### config.mk
export PLATFORM = sky130hd
export DESIGN_NAME = mac_rx_frame_parser
export DESIGN_NICKNAME = d
export VERILOG_FILES = /design/src/rtl/mac_rx_frame_parser.sv
export SDC_FILE = /design/constraint.sdc
export NUM_CORES = 1
export LEC_CHECK = 0
export CORE_ASPECT_RATIO = 1.25
export CORE_MARGIN = 1
export CORE_UTILIZATION = 36
export CTS_CLUSTER_DIAMETER = 30
export DETAILED_ROUTE_END_ITERATION = 16
export MAX_ROUTING_LAYER = met4
export PLACE_DENSITY = 0.59
export RECOVER_POWER = 100
export SETUP_SLACK_MARGIN = 0.05
export SYNTH_ARGS = -nofsm -noshare
export SYNTH_HDL_FRONTEND = slang
export SYNTH_SLANG_ARGS = --single-unit
export TNS_END_PERCENT = 1
### constraint.sdc
create_clock -name logic_clk -period 3.35 [get_ports logic_clk]
set_input_delay 1.005 -clock logic_clk [delete_from_list [all_inputs] [get_ports logic_clk]]
set_output_delay 1.005 -clock logic_clk [all_outputs]
set_load 0.05 [all_outputs]
### src/rtl/mac_rx_frame_parser.sv
// MAC receive frame parser: destination filtering, header/FCS stripping, payload stream with sideband.
// Optional MAC_RX_PROMISC_EN adds promisc_in to bypass the destination filter.
module mac_rx_frame_parser #(
  parameter int MAX_FRAME_LEN = 1518
) (
  input  logic        logic_clk,
  input  logic        logic_rst_n,
  input  logic [47:0] local_mac_in,
`ifdef MAC_RX_PROMISC_EN
  input  logic        promisc_in,
`endif
  input  logic [7:0]  mac_rdata_in,
  input  logic        mac_rvalid_in,
  output logic        mac_rready_out,
  input  logic        mac_rlast_in,
  output logic [7:0]  eth_rdata_out,
  output logic        eth_rvalid_out,
  input  logic        eth_rready_in,
  output logic        eth_rlast_out,
  output logic        eth_ruser_out,
  output logic [15:0] eth_type_out,
  output logic [47:0] eth_src_mac_out,
  output logic        eth_hdr_valid_out,
  output logic [15:0] drop_cnt_out
);

  typedef enum logic [1:0] {S_HEADER, S_PAYLOAD, S_DROP} state_t;

  localparam logic [10:0] LAST_CNT = 11'(MAX_FRAME_LEN - 1);

  state_t      r_state, w_next_state;
  logic [10:0] r_byte_cnt;
  logic [2:0]  r_fill;
  logic [7:0]  r_buf [4];
  logic        r_match_local, r_match_bcast;
  logic [47:0] r_src_shift;
  logic [7:0]  r_type_hi;
  logic [7:0]  r_out_data;
  logic        r_out_valid, r_out_last, r_out_user;
  logic        r_hdr_valid;
  logic [47:0] r_src_mac;
  logic [15:0] r_type;
  logic [15:0] r_drop_cnt;

  logic        w_beat, w_buf_full, w_match;
  logic [7:0]  w_da_byte;
  logic        w_drop_inc, w_hdr_accept, w_push, w_push_last, w_push_user, w_flush;

  assign w_buf_full     = (r_fill == 3'd4);
  // Only a full delay buffer can push into the output register, so only then does backpressure matter.
  assign mac_rready_out = logic_rst_n &&
                          ((r_state != S_PAYLOAD) || !w_buf_full || !r_out_valid || eth_rready_in);
  assign w_beat         = mac_rvalid_in && mac_rready_out;

`ifdef MAC_RX_PROMISC_EN
  assign w_match = promisc_in || r_match_local || r_match_bcast;
`else
  assign w_match = r_match_local || r_match_bcast;
`endif

  always_comb begin
    case (r_byte_cnt[2:0])
      3'd0:    w_da_byte = local_mac_in[47:40];
      3'd1:    w_da_byte = local_mac_in[39:32];
      3'd2:    w_da_byte = local_mac_in[31:24];
      3'd3:    w_da_byte = local_mac_in[23:16];
      3'd4:    w_da_byte = local_mac_in[15:8];
      default: w_da_byte = local_mac_in[7:0];
    endcase
  end

  // NOTE: every signal driven here gets a default first, otherwise untouched paths infer latches.
  always_comb begin
    w_next_state = r_state;
    w_drop_inc   = 1'b0;
    w_hdr_accept = 1'b0;
    w_push       = 1'b0;
    w_push_last  = 1'b0;
    w_push_user  = 1'b0;
    w_flush      = 1'b0;
    if (w_beat) begin
      case (r_state)
        S_HEADER: begin
          if (mac_rlast_in) begin
            w_drop_inc = 1'b1;
          end else if (r_byte_cnt == 11'd13) begin
            if (w_match) begin
              w_hdr_accept = 1'b1;
              w_next_state = S_PAYLOAD;
            end else begin
              w_drop_inc   = 1'b1;
              w_next_state = S_DROP;
            end
          end
        end
        S_PAYLOAD: begin
          w_push = w_buf_full;
          if (mac_rlast_in) begin
            w_next_state = S_HEADER;
            w_flush      = 1'b1;
            w_push_last  = 1'b1;
            w_drop_inc   = !w_buf_full;
          end else if (r_byte_cnt == LAST_CNT) begin
            w_next_state = S_DROP;
            w_flush      = 1'b1;
            w_push_last  = 1'b1;
            w_push_user  = 1'b1;
          end
        end
        S_DROP: begin
          if (mac_rlast_in) w_next_state = S_HEADER;
        end
        default: w_next_state = S_HEADER;
      endcase
    end
  end

  // NOTE: sequential state uses non-blocking assignments so every flop samples pre-edge values.
  always_ff @(posedge logic_clk) begin
    if (!logic_rst_n) r_state <= S_HEADER;
    else              r_state <= w_next_state;
  end

  always_ff @(posedge logic_clk) begin
    if (!logic_rst_n) begin
      r_byte_cnt    <= '0;
      r_fill        <= '0;
      r_match_local <= 1'b0;
      r_match_bcast <= 1'b0;
      r_src_shift   <= '0;
      r_type_hi     <= '0;
      r_out_data    <= '0;
      r_out_valid   <= 1'b0;
      r_out_last    <= 1'b0;
      r_out_user    <= 1'b0;
      r_hdr_valid   <= 1'b0;
      r_src_mac     <= '0;
      r_type        <= '0;
      r_drop_cnt    <= '0;
    end else begin
      if (w_beat) begin
        if (mac_rlast_in)              r_byte_cnt <= '0;
        else if (r_byte_cnt != 11'h7FF) r_byte_cnt <= r_byte_cnt + 11'd1;
      end

      if (w_beat && r_state == S_HEADER) begin
        if (r_byte_cnt == 11'd0) begin
          r_match_local <= (mac_rdata_in == w_da_byte);
          r_match_bcast <= (mac_rdata_in == 8'hFF);
        end else if (r_byte_cnt < 11'd6) begin
          r_match_local <= r_match_local && (mac_rdata_in == w_da_byte);
          r_match_bcast <= r_match_bcast && (mac_rdata_in == 8'hFF);
        end else if (r_byte_cnt < 11'd12) begin
          r_src_shift <= {r_src_shift[39:0], mac_rdata_in};
        end else if (r_byte_cnt == 11'd12) begin
          r_type_hi <= mac_rdata_in;
        end
      end

      r_hdr_valid <= w_hdr_accept;
      if (w_hdr_accept) begin
        r_src_mac <= r_src_shift;
        r_type    <= {r_type_hi, mac_rdata_in};
      end

      if (w_flush)                                          r_fill <= '0;
      else if (w_beat && r_state == S_PAYLOAD && !w_buf_full) r_fill <= r_fill + 3'd1;

      if (w_push) begin
        r_out_valid <= 1'b1;
        r_out_data  <= r_buf[0];
        r_out_last  <= w_push_last;
        r_out_user  <= w_push_user;
      end else if (r_out_valid && eth_rready_in) begin
        r_out_valid <= 1'b0;
      end

      if (w_drop_inc && r_drop_cnt != 16'hFFFF) r_drop_cnt <= r_drop_cnt + 16'd1;
    end
  end

  // NOTE: the delay buffer needs no reset; r_fill alone defines which entries are meaningful.
  always_ff @(posedge logic_clk) begin
    if (w_beat && r_state == S_PAYLOAD) begin
      if (w_buf_full) begin
        r_buf[0] <= r_buf[1];
        r_buf[1] <= r_buf[2];
        r_buf[2] <= r_buf[3];
        r_buf[3] <= mac_rdata_in;
      end else begin
        r_buf[r_fill[1:0]] <= mac_rdata_in;
      end
    end
  end

  assign eth_rdata_out     = r_out_data;
  assign eth_rvalid_out    = r_out_valid;
  assign eth_rlast_out     = r_out_last;
  assign eth_ruser_out     = r_out_user;
  assign eth_type_out      = r_type;
  assign eth_src_mac_out   = r_src_mac;
  assign eth_hdr_valid_out = r_hdr_valid;
  assign drop_cnt_out      = r_drop_cnt;

endmodule
==> impl_metrics.env <==
export IMPL_crit_slowest_cell="dlygate4sd3_1"
export IMPL_routed_wl_um=20900
export IMPL_max_freq_ghz=0.317
export IMPL_drive_above_1_share_pct=9.26
export IMPL_tns_ps=0
export IMPL_synth_top_family_by_area="simple AND/OR/NAND/NOR gates"
export IMPL_first_pass_iters=5
export IMPL_place_ws_ps=223
export IMPL_ant_nets=0
export IMPL_ys_ff_latch=198
export IMPL_grt_ovfl_total=0
export IMPL_numCtsBuffers=17
export IMPL_worst_ep_arrival_time_ps=2150
export IMPL_rsz0062_at_grt="false"
export IMPL_avgSynthCellArea_um2=9.32
export IMPL_cts_tree="built"
export IMPL_start_util_pct=36.6
export IMPL_cp_startpoint="eth_rready_in"
export IMPL_vias=6756
export IMPL_syn_num_nets=999
export IMPL_reg2reg_from="r_byte_cnt[0]"
export IMPL_ys_async_sr_fraction_pct=0
export IMPL_slew_violations=0
export IMPL_core_um2=23600
export IMPL_hold_viol=0
export IMPL_io_buffers=153
export IMPL_cp_max_fo=3
export IMPL_nNetsFinal=1136
export IMPL_area_growth_pct=26.8
export IMPL_die_x_um=141
export IMPL_ios=154
export IMPL_synth_fa_ha_area_share_pct=1.16
export IMPL_worst_slew_pin_slew_ps=1060
export IMPL_htree_num_levels=4
export IMPL_status="complete, no violations"
export IMPL_synth_xor_area_share_pct=2.43
export IMPL_hold_buffers=0
export IMPL_drt_iter0_drc=364
export IMPL_synthSimpleGateAreaFrac_pct=20.8
export IMPL_fin_util_pct=46.4
export IMPL_syn_inst=930
export IMPL_cts_root_buf="clkbuf_16"
export IMPL_die_area_um2=24700
export IMPL_worstPathCellList="dlygate4sd3_1, nand2b_1, o31a_1, buf_12"
export IMPL_hold_path_class="reg -> reg"
export IMPL_period_needed_ps=3160
export IMPL_skew_ps=11.3
export IMPL_grt_max_degree=131
export IMPL_drcViolationCount=0
export IMPL_fin_ws_ps=191
export IMPL_synth_cell_area_um2=8660
export IMPL_worstSetupStartpointType="input pin"
export IMPL_ir_drop_mv=0.340
export IMPL_cts_sinks=198
export IMPL_antenna_found_initial=1
export IMPL_cts_setup_buffers=0
export IMPL_avgViaCountPerCell=4.92
export IMPL_clk_path_buf_depth=2
export IMPL_period_share_pct=94.3
export IMPL_setup_viol_count_final=0
export IMPL_ys_seq_area_share_pct=49.5
export IMPL_critPathKind="in -> out"
export IMPL_place_detailed_hpwl_um=14500
export IMPL_synth_compound_area_share_pct=17.0
export IMPL_cts_resized=0
export IMPL_synth_distinct_cells=68
export IMPL_grt_use_total_pct=17.9
export IMPL_clock_latency_ps=430
export IMPL_clkTransAtPathRegs_ps=80
export IMPL_leakagePower_nw=4.02
export IMPL_slowest_delay_ps=520
export IMPL_endpoint_kind="output pin"
export IMPL_crit_required_ps=2340
export IMPL_gp_congestion=0.812
export IMPL_synthMuxAreaShare_pct=4.88
export IMPL_grt_pass1_wl_um=33700
export IMPL_hold_path_startpoint="r_src_shift[41]"
export IMPL_maxCapViolations=0
export IMPL_relSlewSlack_pct=29.2
export IMPL_yosysWarningCount=0
export IMPL_num_rows=63
export IMPL_synth_ff_type="dfxtp_1"
export IMPL_post_drt_wl_per_cell_um=15.2
export IMPL_grt_pass1_vias=6365
export IMPL_synth_edf_count=32
export IMPL_die_h_um=175
export IMPL_powerDensity_nw_per_um2=427
[cells in the mapped netlist (9+ instances only)]
cell type    n  area, um^2
a21boi_1    30         225
mux2_2      26         293
inv_1       15        56.3
edfxtp_1    32         961
nor2_1      31         116
buf_2       14        70.1
nand2_1    255         957
and2_1      15        93.8
nor2b_1     18         113
xnor2_1     15         131
a21boi_2    20         225
mux2i_1     13         130
nand3_1     14        70.1
nand2_2     10        62.6
xor2_1       9        78.8
clkbuf_1    39         146
a21boi_0    74         556
o21ai_0     13        65.1
dfxtp_1    166        3320
[state kept, by name, indices dropped and copies added, names as in the netlist]
signal and flops:
r_fill 3, r_match_bcast 1, eth_src_mac_out 48, eth_rdata_out 8, eth_rvalid_out 1, r_match_local 1
r_buf 32, r_src_shift 48, r_type_hi 8, eth_type_out 16, r_byte_cnt 11, eth_hdr_valid_out 1
r_state 2, eth_rlast_out 1, eth_ruser_out 1, drop_cnt_out 16
[placed cells by master, fill, tap and decap left out, types with 9 or more instances in the layout]
cell type        count
clkdlybuf4s50_1     53
mux2_2              26
inv_1               16
nand2_2              9
dlygate4sd3_1       98
clkbuf_16           17
clkbuf_1            11
nand2_1            256
dfxtp_1            166
o21ai_0             13
mux2i_1             13
nor2b_1             17
nor3_1               9
edfxtp_1            32
xor2_1               9
nor2_1              32
buf_4               11
a21boi_0           115
nand3_1             14
xnor2_1             15
[per-layer routing]
layer  part of all wire [%]  track usage, %  vias up
met3                    3.3            3.03       25
met1                     45            21.9     3163
met4                    2.4            6.75        0
met5                      0               -        -
met2                     49            29.6      130
li1                       -               -     3438
[stage by stage]
| stage | std cells | hold slack, ps | cell area (um^2) | power [mW] |
|---|---|---|---|---|
| 2_1_floorplan | 930 | 435 | 8660 | 2.59 |
| 3_3_place_gp | 1340 | 442 | 10500 | 2.72 |
| 3_5_place_dp | 1340 | 446 | 10500 | 2.72 |
| 4_1_cts | 1372 | 457 | 11100 | 4.76 |
| 5_1_grt | 1373 | 479 | 11000 | 4.86 |
| 6_report | 1373 | 459 | 11000 | 4.69 |
[report_power, final]
group          total, mW  leakage (nW)  internal [mW]  switching [mW]
sequential          2.41          1.62           2.41         0.00398
combinational      0.239          2.10          0.126           0.112
clock               2.04         0.294           1.02            1.02
[worst max-delay path, delay by kind of cell]
family / cells / cell delay, ps
and+or+nand+nor: 1 / 170
buffers and inverters: 2 / 680
AOI/OAI and AO/OA: 1 / 290
[final cells by class]
class / count / area, um^2
Multi-Input combinational cell: 653 / 3930
Antenna cell: 1 / 2.50
Clock buffer: 17 / 425
Timing Repair Buffer: 181 / 1740
Fill cell: 2299 / 12700
Tap cell: 292 / 365
Inverter: 16 / 60.1
Sequential cell: 198 / 4280
Clock inverter: 15 / 174
[cells by family (layout without fill, tap and decap cells)]
family / count (synthesis) / after routing
simple gates: 394 / 394
flops: 198 / 198
compound gates: 188 / 188
buf+inv: 79 / 229
mux: 39 / 39
xor+xnor: 24 / 24
fa+ha+maj: 8 / 8
other cells: 0 / 1
[worst paths after layout]
kind	endpoint	slack [ps]	cells past startpoint
setup / recovery	mac_rready_out	190	4
hold / removal	eth_src_mac_out[41]	460	2
setup reg to reg	drop_cnt_out[15]	610	7
hold reg to reg	eth_src_mac_out[41]	460	2
(Power assumes the default switching activity.)
